File: src/rtl/alu_issue_pkg.sv
// Shared widths, FSM state encoding and flag layout for the ALU issue unit.
// The optional carry-chain feature is enabled by defining ALU_ISSUE_CARRY_CHAIN_EN.
package alu_issue_pkg;

    localparam int DATA_W = 8;
    localparam int FUNC_W = 3;
    localparam int FLAG_W = 3;

    typedef enum logic [1:0] {
        IDLE = 2'd0,
        EXEC = 2'd1,
        RESP = 2'd2
    } state_e;

    // Bit order carry/zero/neg matches the {carry, zero, neg} packing used everywhere.
    typedef struct packed {
        logic carry;
        logic zero;
        logic neg;
    } flags_t;

endpackage

File: src/rtl/alu_issue_flags.sv
// Three-bit flag register (carry, zero, neg) with load enable and async reset.
module alu_issue_flags
    import alu_issue_pkg::*;
(
    input  logic   clk,
    input  logic   rst_n,
    input  logic   load,
    input  flags_t flags_in,
    output flags_t flags_out
);

    flags_t flags_q;
    flags_t flags_d;

    always_comb begin
        flags_d = flags_q;
        if (load) begin
            flags_d = flags_in;
        end
    end

    always_ff @(posedge clk or negedge rst_n) begin
        if (!rst_n) begin
            flags_q <= '0;
        end else begin
            flags_q <= flags_d;
        end
    end

    assign flags_out = flags_q;

endmodule

File: src/rtl/alu_issue_unit.sv
// Issues one request at a time to an external combinational ALU and returns its result.
// Define ALU_ISSUE_CARRY_CHAIN_EN to add reqUseCarry for multi-byte carry chaining.
module alu_issue_unit
    import alu_issue_pkg::*;
(
    input  logic              clk,
    input  logic              rst_n,
    // Handshakes: a transfer happens on a rising edge where valid and ready are both high;
    // valid never waits on ready, and a producer holds its payload stable while valid is high.
    input  logic              reqValid,
    output logic              reqReady,
    input  logic [DATA_W-1:0] reqA,
    input  logic [DATA_W-1:0] reqB,
    input  logic [FUNC_W-1:0] reqFunc,
    input  logic              reqCarryIn,
`ifdef ALU_ISSUE_CARRY_CHAIN_EN
    input  logic              reqUseCarry,
`endif
    output logic [DATA_W-1:0] inputA,
    output logic [DATA_W-1:0] inputB,
    output logic              carryIn,
    output logic [FUNC_W-1:0] func,
    input  logic [DATA_W-1:0] result,
    input  logic              carryOut,
    input  logic              zero,
    input  logic              negetive,
    output logic              rspValid,
    input  logic              rspReady,
    output logic [DATA_W-1:0] rspResult,
    output logic              rspCarry,
    output logic              rspZero,
    output logic              rspNeg,
    output state_e            dbg_state,
    output flags_t            dbg_flags
);

    state_e            state_q, state_d;
    logic [DATA_W-1:0] input_a_q, input_a_d;
    logic [DATA_W-1:0] input_b_q, input_b_d;
    logic [FUNC_W-1:0] func_q, func_d;
    logic              carry_in_q, carry_in_d;
    logic [DATA_W-1:0] rsp_result_q, rsp_result_d;
    logic              rsp_carry_q, rsp_carry_d;
    logic              rsp_zero_q, rsp_zero_d;
    logic              rsp_neg_q, rsp_neg_d;
    logic              flag_load;
    flags_t            flags_new;
    flags_t            flag_state;
    logic              issue_cin;

`ifdef ALU_ISSUE_CARRY_CHAIN_EN
    assign issue_cin = reqUseCarry ? flag_state.carry : reqCarryIn;
`else
    assign issue_cin = reqCarryIn;
`endif

    always_comb begin
        state_d      = state_q;
        input_a_d    = input_a_q;
        input_b_d    = input_b_q;
        func_d       = func_q;
        carry_in_d   = carry_in_q;
        rsp_result_d = rsp_result_q;
        rsp_carry_d  = rsp_carry_q;
        rsp_zero_d   = rsp_zero_q;
        rsp_neg_d    = rsp_neg_q;
        flag_load    = 1'b0;
        flags_new    = '{carry: carryOut, zero: zero, neg: negetive};

        case (state_q)
            IDLE: begin
                if (reqValid) begin
                    input_a_d  = reqA;
                    input_b_d  = reqB;
                    func_d     = reqFunc;
                    carry_in_d = issue_cin;
                    state_d    = EXEC;
                end
            end
            // ALU operands have been stable for a full cycle; capture its outputs.
            EXEC: begin
                rsp_result_d = result;
                rsp_carry_d  = carryOut;
                rsp_zero_d   = zero;
                rsp_neg_d    = negetive;
                flag_load    = 1'b1;
                state_d      = RESP;
            end
            RESP: begin
                if (rspReady) begin
                    state_d = IDLE;
                end
            end
            default: state_d = IDLE;
        endcase
    end

    always_ff @(posedge clk or negedge rst_n) begin
        if (!rst_n) begin
            state_q      <= IDLE;
            input_a_q    <= '0;
            input_b_q    <= '0;
            func_q       <= '0;
            carry_in_q   <= 1'b0;
            rsp_result_q <= '0;
            rsp_carry_q  <= 1'b0;
            rsp_zero_q   <= 1'b0;
            rsp_neg_q    <= 1'b0;
        end else begin
            state_q      <= state_d;
            input_a_q    <= input_a_d;
            input_b_q    <= input_b_d;
            func_q       <= func_d;
            carry_in_q   <= carry_in_d;
            rsp_result_q <= rsp_result_d;
            rsp_carry_q  <= rsp_carry_d;
            rsp_zero_q   <= rsp_zero_d;
            rsp_neg_q    <= rsp_neg_d;
        end
    end

    alu_issue_flags u_flags (
        .clk       (clk),
        .rst_n     (rst_n),
        .load      (flag_load),
        .flags_in  (flags_new),
        .flags_out (flag_state)
    );

    assign reqReady  = (state_q == IDLE);
    assign rspValid  = (state_q == RESP);
    assign inputA    = input_a_q;
    assign inputB    = input_b_q;
    assign func      = func_q;
    assign carryIn   = carry_in_q;
    assign rspResult = rsp_result_q;
    assign rspCarry  = rsp_carry_q;
    assign rspZero   = rsp_zero_q;
    assign rspNeg    = rsp_neg_q;
    assign dbg_state = state_q;
    assign dbg_flags = flag_state;

endmodule
File: config.mk
export PLATFORM = sky130hd
export DESIGN_NAME = alu_issue_unit
export DESIGN_NICKNAME = d
export VERILOG_FILES = /design/src/rtl/alu_issue_pkg.sv /design/src/rtl/alu_issue_flags.sv /design/src/rtl/alu_issue_unit.sv
export SDC_FILE = /design/constraint.sdc
export NUM_CORES = 1
export LEC_CHECK = 0
export CORE_MARGIN = 2
export CORE_UTILIZATION = 39
export CTS_CLUSTER_DIAMETER = 60
export CTS_CLUSTER_SIZE = 24
export DETAILED_ROUTE_END_ITERATION = 10
export PLACE_DENSITY = 0.81
export REMOVE_ABC_BUFFERS = 1
export SLEW_MARGIN = 20
export SYNTH_ARGS = -nofsm -noshare
export SYNTH_HDL_FRONTEND = slang
export SYNTH_SLANG_ARGS = --single-unit
File: constraint.sdc
create_clock -name clk -period 1.6 [get_ports clk]
set_input_delay 0.16 -clock clk [delete_from_list [all_inputs] [get_ports clk]]
set_output_delay 0.16 -clock clk [all_outputs]
set_load 0.01 [all_outputs]
==> reports/results.txt, run 1 <==
Finished Layout Cells: 204
CP endpoint kind: flop
syn avg cell area: 18.2 um^2
Final HPWL DP: 2290 um
HP Class: in -> async
CTS buffer count: 5
Synth Area in XOR/XNOR: 0%
Pleak: 1.03 nW
die height: 63.5 um
Core ar.: 3360 um^2
Cell Rows: 21
die area: 4030 um^2
post-synthesis mux area share: 32.9%
status: completed
Mapped Area: 1380 um^2
f_max: 658 MHz
Setup crit start kind: flop
largest net degree at the start of global routing: 34
Yosys reg bits: 33
DRC viols: 0
Critical Path Max Stage Delay: 0.44 ns
Fin. Hold Viols: 0
first-pass iteration count of the detailed router: 2
final WL: 3030 um
TritonCTS clock tree: built
top cells by area, synth: dfrtp_1 60%, mux2_4 30%, buf_6 2.4%
placed cell count: 194
DR vias: 911
DP Area: 2160 um^2
minimum clock period: 1.52 ns
main combinational cell family by area after synthesis: multiplexers
Peak VDD IR: 0.000916 V
I/O pin total: 73
max-slew violations: 0
Worst-Margin Slew: 0.407 ns
count of hold-fix buffers inserted at cts: 0
register area share after synthesis: 59.8%
Root Buffer: clkbuf_4
critical path fanouts, max: 13
wire per inst: 14.9 um
Core Util, Final: 66.8%
area growth from synthesis to layout: 62.8%
CP Class: reg -> reg
worst skew pair latency: 0.32 ns
clk buf depth: 2
vias in the first global route: 1072
clock sink total: 33
remaining antenna violation count: 0
initial DRC count: 20
H-tree depth: 2
fin area: 2250 um^2
CP max stage cell: dfrtp_2
PnR worst setup slack: 0.0797 ns
count of buffers from port buffering: 72
initial antenna violation count: 0
GPL Wtd Cong: 0.743
synth warn: 0
Post-Synthesis Cells: 76
Post-Synth Simple-Gate Area: 2.54%
Clock Skews: 0.00768 ns
GRT overflow: 0
antenna diode count: 0
Final Setup Violations: 0
all-layer global routing usage: 17.2%
share of the synthesized area in the top cell type: 59.8%
first-pass GRT wire length: 5310 um
Die Wd: 63.5 um
Post-Place Setup Slack: 0.00512 ns
worst-path cell chain: buf_4 -> nor3b_4 -> buf_12 -> mux2_4
fin nets: 192
post-synthesis adder-cell area fraction: 0%
vias per inst: 4.47
setup TNS after final layout: 0 ns
max-cap viol count: 0
Final Cycle Share: 95.0%
Worst-path clk slew: 0.10 ns
largest area contributor in the netlist: dfrtp_1
Power Density: 1980 nW/um^2
Rel. slew slack: 72.9%
share of cells above drive strength 1: 31.6%
WP data arrival: 1.73 ns
compound-gate portion of the synthesized area: 0.363%
critical path required time: 1.81 ns
Yosys cell types: 10
Initial Util: 41.0%
per-stage QoR:
| stage | hold WS, ns | power [mW] |
|---|---|---|
| 2_1_floorplan | -0.136 | 2.62 |
| 5_1_grt | 0.236 | 4.73 |
| 6_report | 0.224 | 4.44 |
| 3_5_place_dp | 0.491 | 3.94 |
| 4_1_cts | 0.225 | 4.49 |
| 3_3_place_gp | 0.487 | 3.88 |
repair_timing:
| action | 4_1_cts | 5_1_grt |
|---|---|---|
| gates resized for setup | 4 | 1 |
| buffers inserted | 1 | 1 |
| gates cloned | 0 | 0 |
| endpoints found under the setup margin | 2 | 11 |
| pin swaps | 0 | 1 |
flip-flops by register name (all words and copies together), names as in the netlist:
register / cells
rspZero: 1
inputB: 8
func: 3
carryIn: 1
dbg_state: 2
rspResult: 8
rspCarry: 1
rspNeg: 1
inputA: 8
cells in the mapped netlist:
cell type	instances
mux2_2	3
mux2_4	28
dfrtp_1	33
nor2_1	1
inv_1	1
buf_6	3
buf_4	3
o21ai_0	1
nor3b_4	1
nand2b_1	2
layer usage:
metal	routed length, um	GRT usage, %	vias to the layer above
li1	-	-	416
met1	1250	20.4	447
met2	1470	27.8	44
met3	286	7.32	4
met4	31	6.52	0
met5	0	0	-
logic make-up after synthesis:
family / Yosys count
flip-flops: 33
AND/OR/NAND/NOR: 4
AO/OA/AOI/OAI: 1
multiplexers: 31
buffers and inverters: 7
cells in the final DEF (no fill, tap or decap), types with 2 or more instances in the layout:
master and n:
nand2b_1 2, mux2_2 3, buf_4 7, dfrtp_1 31, clkdlybuf4s50_1 69, dlygate4sd2_1 2, clkbuf_8 2, dfrtp_2 2
clkbuf_4 5, mux2_4 28
worst paths after layout:
kind	endpoint	start	depth (start not counted)	slack (ns)
max	inputA[3]	dbg_state[0]	4	0.08
min	inputA[2]	rst_n	2	0.22
max reg2reg	inputA[3]	dbg_state[0]	4	0.08
min reg2reg	rspResult[7]	rspResult[7]	1	0.51
max in group asynchronous	dbg_state[1]	rst_n	2	1.06
min in group clk	dbg_state[1]	rspReady	2	0.41
area by class of cell:
cell class              instances  area, um^2
clock inverters                 1        5.00
fillers                       254        1120
flip-flops and latches         33         828
multi-input cells              36         494
repair buffers                 80         793
clock buffers                   7        65.1
well taps                      46        57.6
inverters                       1        3.75
worst max-delay path: cells and delay by family (launching register included):
| family | cells | cell delay [ns] |
|---|---|---|
| and+or+nand+nor | 1 | 0.30 |
| DFF | 1 | 0.44 |
| muxes | 1 | 0.31 |
| buffers and inverters | 2 | 0.36 |
where the power goes:
group,internal (mW),switching (mW),leakage (nW)
Sequential,1.26,0.279,0.384
Clock,0.255,0.265,0.0413
Combinational,1.60,0.778,0.600
(Power assumes the default switching activity.)
==> run 2: changes to the inputs <==
ABC_AREA = 1   (was default)
CORE_UTILIZATION = 38   (was 39)
HOLD_SLACK_MARGIN = 0.08   (was default)
PLACE_DENSITY = 0.8   (was 0.81)
==> run 2 against run 1 <==
Worst hold slack worse by 0.017 ns. Non-clock buffer count shrank 1. Routed wire length up 9.0%. Critical endpoint is now dbg_state[0]. Count of clock-buffer cells in the layout decreased by 1. Total power decreased by 6.5%. Sequential share of layout area rose by 1.1 points. Combinational power shrank 15%. Critical path type is now reg -> out.
==> reports/results.txt, run 2 <==
Final Cycle Share: 95.1% (was 95.0%)
fin nets: 256 (was 192)
Mapped Area: 1340 um^2 (was 1380 um^2)
initial antenna violation count: 0 (unchanged)
WP data arrival: 1.36 ns (was 1.73 ns)
Finished Layout Cells: 268 (was 204)
Yosys reg bits: 33 (unchanged)
max-cap viol count: 0 (unchanged)
share of the synthesized area in the top cell type: 61.5% (was 59.8%)
critical path required time: 1.44 ns (was 1.81 ns)
Rel. slew slack: 72.3% (was 72.9%)
dominant synthesized flop cell: dfrtp_1 (unchanged)
HP Class: in -> async (unchanged)
placed cell count: 259 (was 194)
vias in the first global route: 1234 (was 1072)
Worst-Margin Slew: 0.415 ns (was 0.407 ns)
Clk pwr share: 15.9% (was 11.7%)
CP Class: reg -> out (was reg -> reg)
Final HPWL DP: 2320 um (was 2290 um)
first-pass iteration count of the detailed router: 4 (was 2)
switching power: 1.46 mW (was 1.32 mW)
area of the multi-input gates: 424 um^2 (was 494 um^2)
Post-synth top cells: 65 x nand2_1, 33 x dfrtp_1, 31 x nand3_1 (was 33 x dfrtp_1, 28 x mux2_4, 3 x buf_4, 3 x buf_6, 3 x mux2_2)
syn avg cell area: 9.14 um^2 (was 18.2 um^2)
Filler cells: 307 (was 254)
Root Buffer: clkbuf_4 (unchanged)
area growth from synthesis to layout: 61.8% (was 62.8%)
count of buffers from port buffering: 72 (unchanged)
Pleak: 1.06 nW (was 1.03 nW)
CTS buffer count: 5 (unchanged)
RSZ-0062 raised after global routing: no
H-tree depth: 2 (unchanged)
largest net degree at the start of global routing: 34 (unchanged)
Post-synth EDFFs: 0 (unchanged)
share of cells above drive strength 1: 7.66% (was 31.6%)
die area: 4030 um^2 (about the same)
ys async rst share: 100% (unchanged)
initial DRC count: 75 (was 20)
antenna diode count: 0 (unchanged)
power share of the sequential group: 35.2% (was 34.7%)
clk buf depth: 2 (unchanged)
GPL Wtd Cong: 0.705 (was 0.743)
top cells by area, synth: dfrtp_1 61%, nand2_1 18%, nand3_1 12% (was dfrtp_1 60%, mux2_4 30%, buf_6 2.4%)
fin area: 2170 um^2 (was 2250 um^2)
minimum clock period: 1.52 ns (about the same)
largest area contributor in the netlist: dfrtp_1 (unchanged)
remaining antenna violation count: 0 (unchanged)
GRT overflow: 0 (unchanged)
DRC viols: 0 (unchanged)
Power Density: 1910 nW/um^2 (was 1980 nW/um^2)
clock sink total: 33 (unchanged)
all-layer global routing usage: 17.8% (was 17.2%)
internal power: 2.69 mW (was 3.12 mW)
worst skew pair latency: 0.34 ns (was 0.32 ns)
setup TNS after final layout: 0 ns (unchanged)
Die Wd: 63.5 um (about the same)
TritonCTS clock tree: built (unchanged)
max-slew violations: 0 (unchanged)
FF+latch area: 826 um^2 (was 828 um^2)
Setup crit start kind: flop (unchanged)
commonest non-fill, non-tap cell in the layout: clkdlybuf4s50_1 (unchanged)
I/O pin total: 73 (unchanged)
Clock Skews: 0.0123 ns (was 0.00768 ns)
switching power share of the total: 35.1% (was 29.7%)
combinational share of power: 48.9% (was 53.6%)
critical path fanouts, max: 5 (was 13)
most numerous cell in the Yosys netlist: nand2_1 (was dfrtp_1)
register area share after synthesis: 61.5% (was 59.8%)
Core Util, Final: 64.7% (was 66.8%)
wire per inst: 12.3 um (was 14.9 um)
Core ar.: 3360 um^2 (unchanged)
first-pass GRT wire length: 5510 um (was 5310 um)
Final Setup Violations: 0 (unchanged)
DP Area: 2080 um^2 (was 2160 um^2)
CP endpoint kind: output port (was flop)
Fin. Hold Viols: 0 (unchanged)
Peak VDD IR: 0.00104 V (was 0.000916 V)
die height: 63.5 um (about the same)
vias per inst: 4.55 (was 4.47)
final WL: 3310 um (was 3030 um)
commonest non-fill, non-tap cells in the layout: 70 x clkdlybuf4s50_1, 65 x nand2_1, 33 x dfrtp_1 (was 69 x clkdlybuf4s50_1, 31 x dfrtp_1, 28 x mux2_4)
Cell Rows: 21 (unchanged)
Post-Synthesis Cells: 147 (was 76)
Final Total Pwr: 4.15 mW (was 4.44 mW)
count of hold-fix buffers inserted at cts: 0 (unchanged)
Initial Util: 40.0% (was 41.0%)
f_max: 657 MHz (was 658 MHz)
status: completed (unchanged)
synth warn: 0 (unchanged)
DR vias: 1219 (was 911)
Worst-path clk slew: 0.11 ns (was 0.10 ns)
Yosys cell types: 11 (was 10)
-- run 2: cell types whose count changed after synthesis, sizes merged --
cell,change
nor2,+2
nor3b,-1
buf,+5
o21ai,-1
nand2,+66
nand2b,-2
nand3,+31
mux2,-31
clkbuf,+1
inv,+1
-- run 2: what timing repair did --
item	4_1_cts	5_1_grt
setup endpoints to repair	3	0
setup buffers	1	0
resized for setup	2	0
-- run 2: kinds of logic after synthesis --
group | share of synthesized area (%)
buffers and inverters | 6.98
and+or+nand+nor | 31.6
DFF | 61.5
-- run 2: metal layers --
| metal | wire length (um) | vias to the layer above | GRT usage [%] |
|---|---|---|---|
| li1 | - | 611 | - |
| met2 | 1470 | 61 | 28.3 |
| met4 | 46 | 0 | 5.71 |
| met5 | 0 | - | 0 |
| met3 | 425 | 5 | 10.7 |
| met1 | 1370 | 542 | 19.9 |
-- run 2: final timing paths --
path / cells past startpoint / start / slack, ns / to
setup / recovery: 2 / dbg_state[0] / 0.08 / dbg_state[0]
hold / removal: 2 / rst_n / 0.21 / inputB[0]
setup reg to reg: 6 / dbg_state[0] / 0.11 / inputB[5]
hold reg to reg: 2 / rspResult[7] / 0.48 / rspResult[7]
max in group asynchronous: 2 / rst_n / 1.08 / dbg_state[0]
min in group clk: 3 / reqA[6] / 0.36 / inputA[6]
-- run 2: metrics by stage --
step,hold WS [ns],setup slack [ns]
after detailed placement,0.458,0.174
after global routing,0.230,0.0113
final,0.207,0.0779
after global placement,0.453,0.253
after CTS,0.216,0.0691
after floorplan,-0.136,0.119
-- run 2: cell type report --
type                       instances  share of cell area (%)
sequential                        33                    38.0
timing repair buffer              79                    35.4
multi-input combinational        100                    19.5
tap                               46                    2.65
clock buffer                       6                    2.36
clock inverter                     2                    1.73
inverter                           2                   0.345
-- run 2: worst max-delay path: stages (launching register included) --
cell and delay, ns:
dfrtp_1 0.37, buf_4 0.14, clkdlybuf4s50_1 0.53
-- run 2: power groups by stage --
stage               Combinational [mW]  Clock (mW)  Sequential, mW
global route                      2.22       0.733            1.52
detailed placement                2.05           0            1.49
CTS                               2.06       0.682            1.47
finish                            2.03       0.659            1.46
floorplan                        0.558           0            1.70
global placement                  2.02           0            1.48
